===== src/rtl/lsu_mem_stage_if.sv =====
// Data-memory bus between the load/store unit (master) and memory (slave).
// The request is held until granted; read data returns later with rvalid.
interface lsu_mem_stage_if;
  logic        dmem_req;
  logic        dmem_we;
  logic [31:0] dmem_addr;
  logic [3:0]  dmem_be;
  logic [31:0] dmem_wdata;
  logic        dmem_gnt;
  logic        dmem_rvalid;
  logic [31:0] dmem_rdata;

  modport master (
    output dmem_req, dmem_we, dmem_addr, dmem_be, dmem_wdata,
    input  dmem_gnt, dmem_rvalid, dmem_rdata
  );

  modport slave (
    input  dmem_req, dmem_we, dmem_addr, dmem_be, dmem_wdata,
    output dmem_gnt, dmem_rvalid, dmem_rdata
  );
endinterface


===== src/rtl/lsu_mem_stage.sv =====
// MEM-stage load/store unit: aligns store data onto byte lanes, runs one
// bus access per instruction (IDLE -> REQ -> [WAIT] -> DONE), extends load
// data, stalls the pipeline while the bus is busy and aborts stuck accesses.
module lsu_mem_stage #(
  parameter int TIMEOUT_CYC = 255
) (
  input  logic                   clk,
  input  logic                   rst_n,
  input  logic [31:0]            alu_data_m,
  input  logic [31:0]            st_data_m,
  input  logic                   mem_rd_m,
  input  logic                   mem_wr_m,
  input  logic [2:0]             funct3_m,
  lsu_mem_stage_if.master        dmem,
  output logic [31:0]            ld_data_m,
  output logic                   lsu_stall,
  output logic                   misalign_err,
  output logic                   bus_err
);
  localparam int CW = (TIMEOUT_CYC < 2) ? 1 : $clog2(TIMEOUT_CYC + 1);
  localparam logic [CW-1:0] CNT_MAX  = CW'(TIMEOUT_CYC);
  // Abort happens in the cycle whose counter value is TIMEOUT_CYC-1, so the
  // access gets exactly TIMEOUT_CYC bus-wait cycles.
  localparam logic [CW-1:0] CNT_LAST = (TIMEOUT_CYC > 0) ? CW'(TIMEOUT_CYC - 1) : '0;

  typedef enum logic [1:0] {S_IDLE, S_REQ, S_WAIT, S_DONE} state_e;

  state_e        state_q, state_d;
  logic [CW-1:0] cnt_q, cnt_d, cnt_sat;
  logic [31:0]   addr_q, addr_d;
  logic [31:0]   wdata_q, wdata_d;
  logic [31:0]   ld_data_q, ld_data_d;
  logic [3:0]    be_q, be_d;
  logic          we_q, we_d;
  logic [2:0]    funct3_q, funct3_d;
  logic [1:0]    lane_q, lane_d;
  logic          misalign_q, misalign_d;
  logic          bus_err_q, bus_err_d;

  logic          access, is_byte, is_half, aligned, timed_out;
  logic [1:0]    lane;
  logic [3:0]    be_new;
  logic [31:0]   wdata_new, rd_shift, ld_ext;

  // Size decode: unknown funct3 encodings are handled as full words.
  assign access    = mem_rd_m | mem_wr_m;
  assign lane      = alu_data_m[1:0];
  assign is_byte   = (funct3_m[1:0] == 2'b00);
  assign is_half   = (funct3_m[1:0] == 2'b01);
  assign aligned   = is_byte | (is_half ? ~lane[0] : (lane == 2'b00));
  assign timed_out = (cnt_q >= CNT_LAST);
  assign cnt_sat   = (cnt_q == CNT_MAX) ? cnt_q : cnt_q + CW'(1);

  // Place store data on its byte lanes by replication and build byte enables
  always_comb begin
    be_new    = 4'b1111;
    wdata_new = st_data_m;
    if (is_byte) begin
      be_new    = 4'b0001 << lane;
      wdata_new = {4{st_data_m[7:0]}};
    end else if (is_half) begin
      be_new    = 4'b0011 << lane;
      wdata_new = {2{st_data_m[15:0]}};
    end
  end

  assign rd_shift = dmem.dmem_rdata >> {lane_q, 3'b000};

  // Select the addressed lane of the returned word and sign/zero extend it
  always_comb begin
    case (funct3_q)
      3'b000:  ld_ext = {{24{rd_shift[7]}}, rd_shift[7:0]};
      3'b100:  ld_ext = {24'h0, rd_shift[7:0]};
      3'b001:  ld_ext = {{16{rd_shift[15]}}, rd_shift[15:0]};
      3'b101:  ld_ext = {16'h0, rd_shift[15:0]};
      default: ld_ext = dmem.dmem_rdata;
    endcase
  end

  // Access FSM: next state, request capture, load result, stall and error pulses
  always_comb begin
    state_d    = state_q;
    cnt_d      = cnt_q;
    addr_d     = addr_q;
    be_d       = be_q;
    wdata_d    = wdata_q;
    we_d       = we_q;
    funct3_d   = funct3_q;
    lane_d     = lane_q;
    ld_data_d  = ld_data_q;
    misalign_d = 1'b0;
    bus_err_d  = 1'b0;
    lsu_stall  = 1'b0;
    case (state_q)
      S_IDLE: begin
        if (access && aligned) begin
          lsu_stall = 1'b1;
          state_d   = S_REQ;
          cnt_d     = '0;
          addr_d    = {alu_data_m[31:2], 2'b00};
          be_d      = be_new;
          wdata_d   = wdata_new;
          we_d      = mem_wr_m;   // rd+wr together is a store
          funct3_d  = funct3_m;
          lane_d    = lane;
        end else if (access) begin
          misalign_d = 1'b1;
          ld_data_d  = '0;
        end
      end
      S_REQ: begin
        lsu_stall = 1'b1;
        cnt_d     = cnt_sat;
        if (dmem.dmem_gnt) begin
          state_d = we_q ? S_DONE : S_WAIT;
        end else if (timed_out) begin
          state_d   = S_DONE;
          bus_err_d = 1'b1;
          if (!we_q) ld_data_d = '0;
        end
      end
      S_WAIT: begin
        lsu_stall = 1'b1;
        cnt_d     = cnt_sat;
        if (dmem.dmem_rvalid) begin
          ld_data_d = ld_ext;
          state_d   = S_DONE;
        end else if (timed_out) begin
          state_d   = S_DONE;
          bus_err_d = 1'b1;
          ld_data_d = '0;
        end
      end
      // The finished instruction is still in MEM this cycle; never restart.
      S_DONE:  state_d = S_IDLE;
      default: state_d = S_IDLE;
    endcase
  end

  // State and datapath registers with asynchronous clear
  always_ff @(posedge clk or negedge rst_n) begin
    if (!rst_n) begin
      state_q    <= S_IDLE;
      cnt_q      <= '0;
      addr_q     <= '0;
      be_q       <= '0;
      wdata_q    <= '0;
      we_q       <= 1'b0;
      funct3_q   <= '0;
      lane_q     <= '0;
      ld_data_q  <= '0;
      misalign_q <= 1'b0;
      bus_err_q  <= 1'b0;
    end else begin
      state_q    <= state_d;
      cnt_q      <= cnt_d;
      addr_q     <= addr_d;
      be_q       <= be_d;
      wdata_q    <= wdata_d;
      we_q       <= we_d;
      funct3_q   <= funct3_d;
      lane_q     <= lane_d;
      ld_data_q  <= ld_data_d;
      misalign_q <= misalign_d;
      bus_err_q  <= bus_err_d;
    end
  end

  assign dmem.dmem_req   = (state_q == S_REQ);
  assign dmem.dmem_we    = we_q;
  assign dmem.dmem_addr  = addr_q;
  assign dmem.dmem_be    = be_q;
  assign dmem.dmem_wdata = wdata_q;
  assign ld_data_m       = ld_data_q;
  assign misalign_err    = misalign_q;
  assign bus_err         = bus_err_q;
endmodule


===== src/flat_wrapper.sv =====
// flat-port wrapper written by rule: the top's interface ports become plain ports
module lsu_mem_stage_flat 
#(
  parameter int TIMEOUT_CYC = 255
)
  (clk, rst_n, alu_data_m, st_data_m, mem_rd_m, mem_wr_m, funct3_m, ld_data_m, lsu_stall, misalign_err, bus_err, dmem_dmem_req, dmem_dmem_we, dmem_dmem_addr, dmem_dmem_be, dmem_dmem_wdata, dmem_dmem_gnt, dmem_dmem_rvalid, dmem_dmem_rdata);
  lsu_mem_stage_if dmem_i ();
  input  logic clk;
  input  logic rst_n;
  input  logic [31:0] alu_data_m;
  input  logic [31:0] st_data_m;
  input  logic mem_rd_m;
  input  logic mem_wr_m;
  input  logic [2:0] funct3_m;
  output logic [31:0] ld_data_m;
  output logic lsu_stall;
  output logic misalign_err;
  output logic bus_err;
  output wire logic [$bits(dmem_i.dmem_req)-1:0] dmem_dmem_req;
  output wire logic [$bits(dmem_i.dmem_we)-1:0] dmem_dmem_we;
  output wire logic [$bits(dmem_i.dmem_addr)-1:0] dmem_dmem_addr;
  output wire logic [$bits(dmem_i.dmem_be)-1:0] dmem_dmem_be;
  output wire logic [$bits(dmem_i.dmem_wdata)-1:0] dmem_dmem_wdata;
  input wire logic [$bits(dmem_i.dmem_gnt)-1:0] dmem_dmem_gnt;
  input wire logic [$bits(dmem_i.dmem_rvalid)-1:0] dmem_dmem_rvalid;
  input wire logic [$bits(dmem_i.dmem_rdata)-1:0] dmem_dmem_rdata;
  assign dmem_dmem_req = dmem_i.dmem_req;
  assign dmem_dmem_we = dmem_i.dmem_we;
  assign dmem_dmem_addr = dmem_i.dmem_addr;
  assign dmem_dmem_be = dmem_i.dmem_be;
  assign dmem_dmem_wdata = dmem_i.dmem_wdata;
  assign dmem_i.dmem_gnt = dmem_dmem_gnt;
  assign dmem_i.dmem_rvalid = dmem_dmem_rvalid;
  assign dmem_i.dmem_rdata = dmem_dmem_rdata;
  lsu_mem_stage #(.TIMEOUT_CYC(TIMEOUT_CYC)) u_core (.clk(clk), .rst_n(rst_n), .alu_data_m(alu_data_m), .st_data_m(st_data_m), .mem_rd_m(mem_rd_m), .mem_wr_m(mem_wr_m), .funct3_m(funct3_m), .dmem(dmem_i), .ld_data_m(ld_data_m), .lsu_stall(lsu_stall), .misalign_err(misalign_err), .bus_err(bus_err));
endmodule

===== config.mk =====
export PLATFORM = sky130hd
export DESIGN_NAME = lsu_mem_stage_flat
export DESIGN_NICKNAME = d
export VERILOG_FILES = /design/src/rtl/lsu_mem_stage_if.sv /design/src/rtl/lsu_mem_stage.sv /design/src/flat_wrapper.sv
export SDC_FILE = /design/constraint.sdc
export NUM_CORES = 1
export LEC_CHECK = 0
export BUFFER_PORTS_ARGS = -buffer_cell sky130_fd_sc_hd__buf_2
export CORE_MARGIN = 4
export CORE_UTILIZATION = 40
export CTS_CLUSTER_DIAMETER = 50
export CTS_CLUSTER_SIZE = 12
export DETAILED_ROUTE_END_ITERATION = 10
export PLACE_DENSITY = 0.66
export SYNTH_ARGS = -nofsm -noshare
export SYNTH_HDL_FRONTEND = slang
export SYNTH_SLANG_ARGS = --single-unit

===== constraint.sdc =====
create_clock -name clk -period 2.4 [get_ports clk]
set_clock_uncertainty 0.15 [all_clocks]
set_input_delay 0.12 -clock clk [delete_from_list [all_inputs] [get_ports clk]]
set_output_delay 0.12 -clock clk [all_outputs]
set_load 0.05 [all_outputs]

==> metrics.md, run 1 <==
| Metric | Value |
|---|---|
| Hold Violations, Final | 0 |
| Aggregate negative setup slack | 0 ps |
| Placeable core region | roughly 15000 µm² |
| RR Endpoint | u_core.dmem.dmem_wdata[2]$_DFFE_PN0P_ |
| Worst Min Path Start | dmem_dmem_rdata[30] |
| Effective utilization at floorplan | 0.408 |
| Average cell area after synthesis | 11.0 µm² |
| First-pass GRT wire length | ~29000 µm |
| Routed vias/inst | between 5 and 6 |
| Clock transition at path regs | ~50 ps |
| Die W | between 100 and 150 µm |
| Standard-cell row count | 44 |
| Number of antenna violations at the first check in global routing | 0 |
| Aggregate global-route resource usage | 0.216 |
| CTS Sinks | about 120 |
| Area growth from synthesis to final layout | 46.9% |
| Iteration-0 DRC count of the detailed router | around 400 |
| Start-to-end type of the worst setup path | input pin to output port |
| Sequential area share after synthesis | 0.490 |
| Clock tree from TritonCTS | yes |
| Leakage component of the power | 4.19 nW |
| Post-synth top area share | 0.490 |
| Deepest clock path buffer count | 2 |
| RR Startpoint | u_core.state_q[1]$_DFFE_PN0P_ |
| Grt ovf | 0 |
| Highest achievable clock rate | about 440 MHz |
| Worst voltage drop across the vdd grid | ~830 µV |
| Total placed instance area | 7210 µm² |
| Distinct cells, synth | 48 |
| Hold Path Cell Cnt | 4 |
| Clock period minus worst slack | about 2300 ps |
| Terminating pin of the worst hold path | u_core.ld_data_m[30]$_DFFE_PN0P_ |
| CP Data Arrival Time | 1990 ps |
| Number of buffers added on ports | slightly above 200 |
| CP required | 2130 ps |
| Reg-to-reg setup timing slack | between 150 and 200 ps |
| Share of flip-flops with an asynchronous set or reset | 1.00 |
| Final cell area excluding filler cells | 8700 µm² |
| Max Cap Violations | 0 |
| Yosys synthesis warning count | 0 |
| Reg2reg path depth | 7 |
| Final estimated routing congestion in global placement | around 0.9 |
| Final setup vio count | 0 |
| Setup repair after global routing missed its margin | no |
| Worst setup SP type | input pin |
| PnR worst setup slack | roughly 140 ps |
| Total vias in the final route | between 5000 and 6000 |
| DR pass1 iterations | 5 |
| Count of flip-flops with a built-in enable after synthesis | 0 |
| Synthesized flop and latch total | approximately 120 |
| Total Wirelength | about 18000 µm |
| Rel. slew slack | 0.437 |
| Min-Delay Path Class | input pin to flop |
| Final cycle utilization of the critical path | 0.941 |
| Largest net degree at the start of global routing | 55 |
| Power density normalized to cell area | around 1400 nW/µm² |
| Post-synthesis cell count | roughly 540 |
| Worst slack at placement | roughly 170 ps |
| Die height | 130 µm |
| Final HPWL from detailed placement | roughly 12000 µm |
| Kind of end point of the critical path | output port |
| Outcome | finished, final reports clean |
| Detailed-route DRC error count | 0 |
| Routed Antenna Nets | 0 |
| Vias in the first global route | about 5700 |
| Biggest area contributors in the synthesized netlist | dfrtp_1 49%, mux2_2 9.9%, mux2i_1 8.1% |
| Area enclosed by the die boundary | ~17000 µm² |
| Most instantiated flip-flop cell in the synthesis netlist | dfrtp_1 |
| Slew of the pin with the lowest slew margin | roughly 840 ps |
| Number of buffers created by CTS | 17 |
| Nets | between 900 and 1000 |
| H-tree depth reported by CTS | 4 |
| Clock network latency to the later pin of the worst-skew pair | around 400 ps |
| Root Buffer | clkbuf_16 |
| I/O pin cnt | 210 |
| Fraction of final layout cells with drive strength greater than 1 | 0.370 |
| Top cell type by total area after synthesis | dfrtp_1 |
| Crit Path Max Fanout | 6 |
| Power Total | approximately 0.012 W |
| Cell Area, Synth | approximately 5900 µm² |
| Final Max Slew Viols | 0 |
| Wire length per cell after detailed routing | 17.5 µm |
## logic make-up after synthesis
kind of cell,synth area share
DFF,0.490
muxes,0.184
adders and majority gates,0.0232
other,0.000633
buffers and inverters,0.0587
and+or+nand+nor,0.0840
AOI/OAI and AO/OA,0.159
## layout make-up
class	instances	area, µm²
diodes	1	2.50
clock buffers	23	468
clock inverters	9	104
fillers	1185	5830
inverters	41	154
multi-input cells	341	2690
flip-flops and latches	116	2900
well taps	184	230
repair buffers	318	2150
## flip-flops by register name, indices dropped and copies added (netlist names)
register,flops
u_core.funct3_q,3
u_core.cnt_q,8
u_core.dmem.dmem_wdata,32
u_core.state_q,2
u_core.dmem.dmem_we,1
u_core.dmem.dmem_be,4
u_core.ld_data_m,32
u_core.lane_q,2
u_core.misalign_err,1
u_core.dmem.dmem_addr,30
u_core.bus_err,1
## where the power goes
part | switching, W | total, W | leakage [nW] | internal [W]
Combinational | 0.00457 | 0.00658 | 2.48 | 0.00201
Clock | 0.000880 | 0.00246 | 0.277 | 0.00158
Sequential | 0.000499 | 0.00323 | 1.44 | 0.00273
## layout by cell type (no fill, tap or decap), types with 9 or more instances in the layout
cell type | netlist | layout
buf_2 | 15 | 205
dfrtp_1 | 116 | 116
dlygate4sd3_1 | 0 | 91
mux2_2 | 52 | 52
mux2i_1 | 48 | 48
inv_1 | 40 | 40
a21oi_1 | 40 | 40
nor2_1 | 36 | 35
a32o_1 | 20 | 20
o21ai_0 | 19 | 18
buf_4 | 2 | 18
clkbuf_16 | 0 | 17
nand2_1 | 13 | 13
nand3_1 | 11 | 11
a2bb2oi_1 | 10 | 10
ha_1 | 11 | 10
o2111ai_1 | 9 | 9
o211ai_1 | 9 | 9
## synthesized netlist by cell type, types with 3 or more instances
cell       count
o21ai_0       19
a21oi_1       40
buf_1          3
a32o_1        20
a211oi_1       3
dfrtp_1      116
mux2_2        52
clkbuf_1      16
nand3b_1       8
o31a_1         3
ha_1          11
mux2i_1       48
nand3_1       11
nor2b_1        8
a2bb2oi_1     10
inv_1         40
nor2_1        36
o2111ai_1      9
o221ai_1       8
and3_1         3
nor3_1         3
nand2b_1       3
o211ai_1       9
buf_2         15
nand2_1       13
## worst max-delay path, stage by stage
cell           delay, ps
dlygate4sd3_1        540
buf_2                170
inv_1                 80
ha_1                 220
nor2b_1              350
nor3_4                90
nor2_1               180
nor2_2                50
buf_4                190
## layer usage
metal	vias up	wire (µm)	GRT usage
met3	30	1510	0.0651
li1	2546	-	-
met5	-	0	0
met1	2637	7430	0.269
met4	0	331	0.0886
met2	248	8790	0.351
## per-stage QoR
stage	utilization	instances	hold slack (ps)
after floorplan	-	538	-326
after CTS	0.599	1032	8.95
after detailed placement	0.496	908	-117
final	0.599	1033	27.3
after global routing	0.599	1032	48.7
after global placement	0.496	908	-117
## worst max path at each step
stage / slack, ps / start / endpoint
floorplan: 50 / u_core.state_q[1]$_DFFE_PN0P_ / u_core.ld_data_m[21]$_DFFE_PN0P_
global placement: 280 / u_core.state_q[1]$_DFFE_PN0P_ / u_core.dmem.dmem_addr[26]$_DFFE_PN0P_
detailed placement: 170 / u_core.state_q[1]$_DFFE_PN0P_ / u_core.dmem.dmem_wdata[26]$_DFFE_PN0P_
CTS: 50 / u_core.state_q[1]$_DFFE_PN0P_ / lsu_stall
global route: 10 / alu_data_m[0] / lsu_stall
finish: 140 / alu_data_m[0] / lsu_stall
## timing repair
item | 4_1_cts | 5_1_grt
hold buffers | 91 | 0
setup buffers | 1 | 0
pin swaps | 1 | 0
endpoints found under the hold margin | 201 | 0
resized for setup | 1 | 2
endpoints found under the setup margin | 1 | 51
Note: power is estimated with default switching activity, not from simulation.
==> run 2: changes to the inputs <==
Clock period 2.4 ns to 2.55 ns, I/O delays scaled along.
==> run 2 against run 1 <==
  * Power down 5.7%
  * Worst hold slack better by 2.7 ps
  * Sequential cell count unchanged
  * Via count up 0.26%
  * Sequential share of layout area up 0.18 points
  * Critical endpoint unchanged
==> metrics.md, run 2 (synthesis results as in run 1) <==
| Metric | Value |
|---|---|
| Outcome | finished, final reports clean |
| Total vias in the final route | 5475 |
| Power density normalized to cell area | 1340 nW/µm² |
| Max Cap Violations | 0 |
| Nets | about 950 |
| Final setup vio count | 0 |
| Root Buffer | clkbuf_16 |
| Clock tree from TritonCTS | yes |
| Fraction of final layout cells with drive strength greater than 1 | 0.374 |
| Start-to-end type of the worst setup path | flop to output port |
| Total Wirelength | between 15000 and 20000 µm |
| Number of buffers created by CTS | 17 |
| Final cycle utilization of the critical path | 0.933 |
| Launch point of the worst path | u_core.state_q[0]$_DFFE_PN0P_ |
| Aggregate negative setup slack | 0 ps |
| I/O pin cnt | 210 |
| Effective utilization at floorplan | 0.408 |
| Grt ovf | 0 |
| Deepest clock path buffer count | 2 |
| Vias in the first global route | ~5600 |
| CP required | between 2000 and 2500 ps |
| Wire length per cell after detailed routing | between 15 and 20 µm |
| Crit Path Max Fanout | 5 |
| H-tree depth reported by CTS | 4 |
| Clock network latency to the later pin of the worst-skew pair | about 410 ps |
| Min-Delay Path Class | input pin to flop |
| RR Startpoint | u_core.state_q[0]$_DFFE_PN0P_ |
| Final HPWL from detailed placement | ~12000 µm |
| Final Max Slew Viols | 0 |
| Die height | around 130 µm |
| Number of antenna violations at the first check in global routing | 0 |
| Filler instances | 1201 |
| Final estimated routing congestion in global placement | 0.907 |
| Final standard cell utilization of the core | 0.596 |
| Detailed-route DRC error count | 0 |
| Aggregate global-route resource usage | 0.216 |
| Highest achievable clock rate | 420 MHz |
| Iteration-0 DRC count of the detailed router | ~390 |
| Area enclosed by the die boundary | ~17000 µm² |
| Routed Antenna Nets | 0 |
| Most frequent standard cell in the layout excluding fill and tap cells | buf_2 |
| Setup repair after global routing missed its margin | no |
| Area growth from synthesis to final layout | 46.1% |
| Hold Violations, Final | 0 |
| Routed vias/inst | ~5.3 |
| Number of buffers added on ports | about 210 |
| Largest net degree at the start of global routing | 58 |
| Clock period minus worst slack | 2380 ps |
| Placeable core region | 14500 µm² |
| Slew of the pin with the lowest slew margin | around 650 ps |
| Count of antenna diodes in the layout | 0 |
| Leading cell types in the layout, fill and taps excluded | 206 x buf_2, 116 x dfrtp_1, 84 x dlygate4sd3_1, 52 x mux2_2, 48 x mux2i_1 |
| Worst voltage drop across the vdd grid | approximately 1000 µV |
| Clock transition at path regs | 50 ps |
| Kind of end point of the critical path | output port |
| DR pass1 iterations | 5 |
| Leakage component of the power | about 4.2 nW |
| CP Data Arrival Time | around 2100 ps |
| Hold Path Cell Cnt | 4 |
| CTS Sinks | ~120 |
| Rel. slew slack | 0.565 |
| Post-CTS Resized | 0 |
| Worst Min Path Start | dmem_dmem_rdata[30] |
| First-pass GRT wire length | between 20000 and 30000 µm |
| Standard-cell row count | 44 |
| Reg2reg path depth | 5 |
| Worst setup SP type | flop |
| Die W | 130 µm |
## run 2: timing repair
item                                   in CTS  in global routing
endpoints found under the hold margin     131                  0
hold buffers                               84                  0
buffers inserted                            1                  0
setup endpoints to repair                   1                  0
## run 2: through the flow
stage / hold slack, ps / area [µm²] / power (W) / worst slack (ps) / std cells
final: 29.9 / 8660 / 0.0116 / 170 / 1026
after CTS: 16.2 / 8660 / 0.0116 / 165 / 1026
after global placement: 39.6 / 7230 / 0.00895 / 283 / 910
after global routing: 24.7 / 8660 / 0.0122 / 90.1 / 1026
after detailed placement: 48.4 / 7230 / 0.00909 / 173 / 910
after floorplan: -318 / 5930 / 0.00752 / 103 / 538
## run 2: area by class of cell
| type | count | area, µm² | share of cell area |
|---|---|---|---|
| multi-input combinational | 341 | 2690 | 0.310 |
| clock buffer | 22 | 474 | 0.0548 |
| tap | 184 | 230 | 0.0266 |
| sequential | 116 | 2900 | 0.335 |
| inverter | 41 | 154 | 0.0178 |
| clock inverter | 9 | 104 | 0.0120 |
| timing repair buffer | 313 | 2110 | 0.243 |
## run 2: routing by layer
layer  GRT usage  up-vias  wire length [µm]
met1       0.269     2654              7500
met3      0.0778       34              1550
met2       0.351      251              8770
li1            -     2536                 -
met5           0        -                 0
met4      0.0697        0               339
## run 2: final timing paths
check                                                         to  slack (ps)
min reg2reg                     u_core.ld_data_m[24]$_DFFE_PN0P_         340
min in group asynchronous       u_core.ld_data_m[17]$_DFFE_PN0P_         140
max in group asynchronous  u_core.dmem.dmem_wdata[9]$_DFFE_PN0P_        1390
max reg2reg                          u_core.cnt_q[1]$_DFFE_PN0P_         210
min                             u_core.ld_data_m[30]$_DFFE_PN0P_          30
max                                                    lsu_stall         170
## run 2: worst max-delay path, stage by stage, from the launching register on
cell and delay, ps:
dfrtp_1 410, inv_1 130, ha_1 270, o21ai_0 210, nor3_4 220, nor2_1 70, nor2_1 100, buf_2 280
## run 2: power breakdown
group	internal, W	switching [W]
Clock	0.00150	0.000833
Combinational	0.00188	0.00431
Sequential	0.00257	0.000478
Total	0.00595	0.00562
==> run 3: changes to the inputs <==
Settings changed: ABC_AREA set to 1, CORE_ASPECT_RATIO set to 0.7.
==> run 3 against run 2 <==
  * Register-to-register slack improved by 170 ps
  * Sequential power fell by 3%
  * Worst setup slack gained 160 ps
  * Synthesized cell count up 44%
  * Global-route usage rose by 0.55 points
  * Core utilization increased by 0.26 points
  * First-iteration DRC count down 20%
==> metrics.md, run 3 <==
| Metric | Value |
|---|---|
| Outcome | finished, final reports clean |
| Post-synth top area share | 0.483 |
| Rel. slew slack | 0.614 |
| CP required | about 2700 ps |
| Standard-cell row count | 37 |
| Final setup vio count | 0 |
| Reg-to-reg setup timing slack | approximately 380 ps |
| Most instantiated flip-flop cell in the synthesis netlist | dfrtp_1 |
| Effective utilization at floorplan | 0.409 |
| Crit Path Max Fanout | 17 |
| Post-synthesis cell count | slightly below 800 |
| Nets | 1193 |
| Yosys synthesis warning count | 0 |
| Commonest cells post-synth | 338 x nand2_1, 116 x dfrtp_1, 48 x inv_1, 48 x o21ai_0, 41 x nand3_1 |
| H-tree depth reported by CTS | 4 |
| Routed vias/inst | roughly 4.8 |
| Top cell type by total area after synthesis | dfrtp_1 |
| Post CTS Setup Buffer Count | 0 |
| Leakage component of the power | between 4 and 5 nW |
| Sequential area share after synthesis | 0.483 |
| Hold Path Cell Cnt | 4 |
| Worst voltage drop across the vdd grid | 1080 µV |
| Clock transition at path regs | ~60 ps |
| Area growth from synthesis to final layout | 46.4% |
| Number of buffers created by CTS | 17 |
| Final Max Slew Viols | 0 |
| Grt ovf | 0 |
| Routed Antenna Nets | 0 |
| Kind of end point of the critical path | flop |
| Total Wirelength | ~19000 µm |
| Final HPWL from detailed placement | around 13000 µm |
| Most numerous cell in the Yosys netlist | nand2_1 |
| Power density normalized to cell area | roughly 1300 nW/µm² |
| Leading cell types in the layout, fill and taps excluded | 338 x nand2_1, 206 x buf_2, 116 x dfrtp_1, 104 x dlygate4sd3_1 |
| Count of antenna diodes in the layout | 0 |
| CTS Sinks | about 120 |
| DR pass1 iterations | 5 |
| Min-Delay Path Class | input pin to flop |
| Final cycle utilization of the critical path | 0.870 |
| Root Buffer | clkbuf_16 |
| Final estimated routing congestion in global placement | about 0.85 |
| I/O pin cnt | 210 |
| Clock network latency to the later pin of the worst-skew pair | ~410 ps |
| Biggest area contributors in the synthesized netlist | dfrtp_1 48%, nand2_1 21%, o21ai_0 4.0% |
| Aggregate negative setup slack | 0 ps |
| Fraction of final layout cells with drive strength greater than 1 | 0.260 |
| First-pass GRT wire length | roughly 31000 µm |
| Count of flip-flops with a built-in enable after synthesis | 0 |
| Die W | approximately 150 µm |
| Worst setup SP type | input pin |
| Most frequent standard cell in the layout excluding fill and tap cells | nand2_1 |
| Total vias in the final route | 6161 |
| Highest achievable clock rate | approximately 450 MHz |
| Average cell area after synthesis | 7.77 µm² |
| Clock tree from TritonCTS | yes |
| Aggregate global-route resource usage | 0.221 |
| Clock period minus worst slack | approximately 2200 ps |
| Hold Violations, Final | 0 |
| Number of buffers added on ports | ~210 |
| Power Total | 0.0111 W |
| Cell Area, Synth | 6020 µm² |
| Number of antenna violations at the first check in global routing | 0 |
| Vias in the first global route | about 6000 |
| Distinct cells, synth | 38 |
| CP Data Arrival Time | about 2400 ps |
| Slew of the pin with the lowest slew margin | 579 ps |
| Reg2reg path depth | 5 |
| Deepest clock path buffer count | 2 |
| Wire length per cell after detailed routing | 14.5 µm |
| Share of flip-flops with an asynchronous set or reset | 1.00 |
| Area enclosed by the die boundary | roughly 17000 µm² |
| Max Cap Violations | 0 |
| Placeable core region | ~15000 µm² |
| Detailed-route DRC error count | 0 |
| Start-to-end type of the worst setup path | input pin to flop |
| Largest net degree at the start of global routing | between 80 and 90 |
| Die height | between 100 and 150 µm |
| Setup repair after global routing missed its margin | no |
| Iteration-0 DRC count of the detailed router | ~320 |
| Synthesized flop and latch total | roughly 120 |
| Post-CTS Resized | 0 |
[run 3: final cells by class]
| type | instances | area (µm²) |
|---|---|---|
| Fill cell | 1346 | 5910 |
| Clock buffer | 18 | 429 |
| Multi-Input combinational cell | 568 | 2690 |
| Inverter | 53 | 200 |
| Sequential cell | 116 | 2900 |
| Clock inverter | 14 | 155 |
| Tap cell | 195 | 244 |
| Timing Repair Buffer | 321 | 2190 |
[run 3: power by group]
group          switching (W)  total, W  leakage [nW]  internal (W)
combinational        0.00428   0.00573          3.00       0.00145
clock               0.000912   0.00236         0.286       0.00145
sequential          0.000439   0.00296          1.49       0.00252
[run 3: path summary, 6_finish.rpt]
kind / from / end
setup / recovery: funct3_m[1] / u_core.dmem.dmem_wdata[24]$_DFFE_PN0P_
min in group asynchronous: rst_n / u_core.ld_data_m[0]$_DFFE_PN0P_
hold / removal: mem_rd_m / u_core.misalign_err$_DFF_PN0_
hold reg to reg: u_core.dmem.dmem_wdata[7]$_DFFE_PN0P_ / u_core.dmem.dmem_wdata[7]$_DFFE_PN0P_
setup reg to reg: u_core.state_q[1]$_DFFE_PN0P_ / u_core.bus_err$_DFF_PN0_
max in group asynchronous: rst_n / u_core.dmem.dmem_wdata[12]$_DFFE_PN0P_
[run 3: logic make-up after synthesis]
| kind of cell | Yosys count | share of synthesized area |
|---|---|---|
| AO/OA/AOI/OAI | 111 | 0.107 |
| XOR/XNOR | 6 | 0.00874 |
| adder cells (fa/ha/maj) | 11 | 0.0229 |
| buffers and inverters | 91 | 0.0732 |
| flip-flops | 116 | 0.483 |
| other | 1 | 0.000623 |
| AND/OR/NAND/NOR | 438 | 0.305 |
[run 3: metal layers]
layer	up-vias	wire [µm]	track usage
li1	3052	-	-
met1	2852	8610	0.305
met2	240	8160	0.340
met3	17	1680	0.0772
met4	0	164	0.0424
met5	-	0	0
[run 3: what timing repair did]
item / CTS / global route
endpoints found under the hold margin: 143 / 0
endpoints found under the setup margin: 0 / 0
hold buffers: 104 / 0
[run 3: stage by stage]
step / setup WS (ps) / instance area [µm²] / cells / hold slack, ps / util
after detailed placement: 334 / 7180 / 1149 / -4.70 / 0.488
after CTS: 314 / 8810 / 1285 / 71.8 / 0.598
after floorplan: 303 / 6020 / 775 / -318 / -
after global placement: 461 / 7180 / 1149 / -15.0 / 0.488
after global routing: 86.8 / 8810 / 1285 / 120 / 0.598
final: 331 / 8810 / 1285 / 68.3 / 0.598
[run 3: worst max-delay path: stages]
cell and delay, ps:
dlygate4sd3_1 530, buf_2 160, buf_4 210, nor2_2 360, nand2_1 130, nand2_1 80, a21oi_1 40, dlygate4sd3_1 570
o21ai_0 170
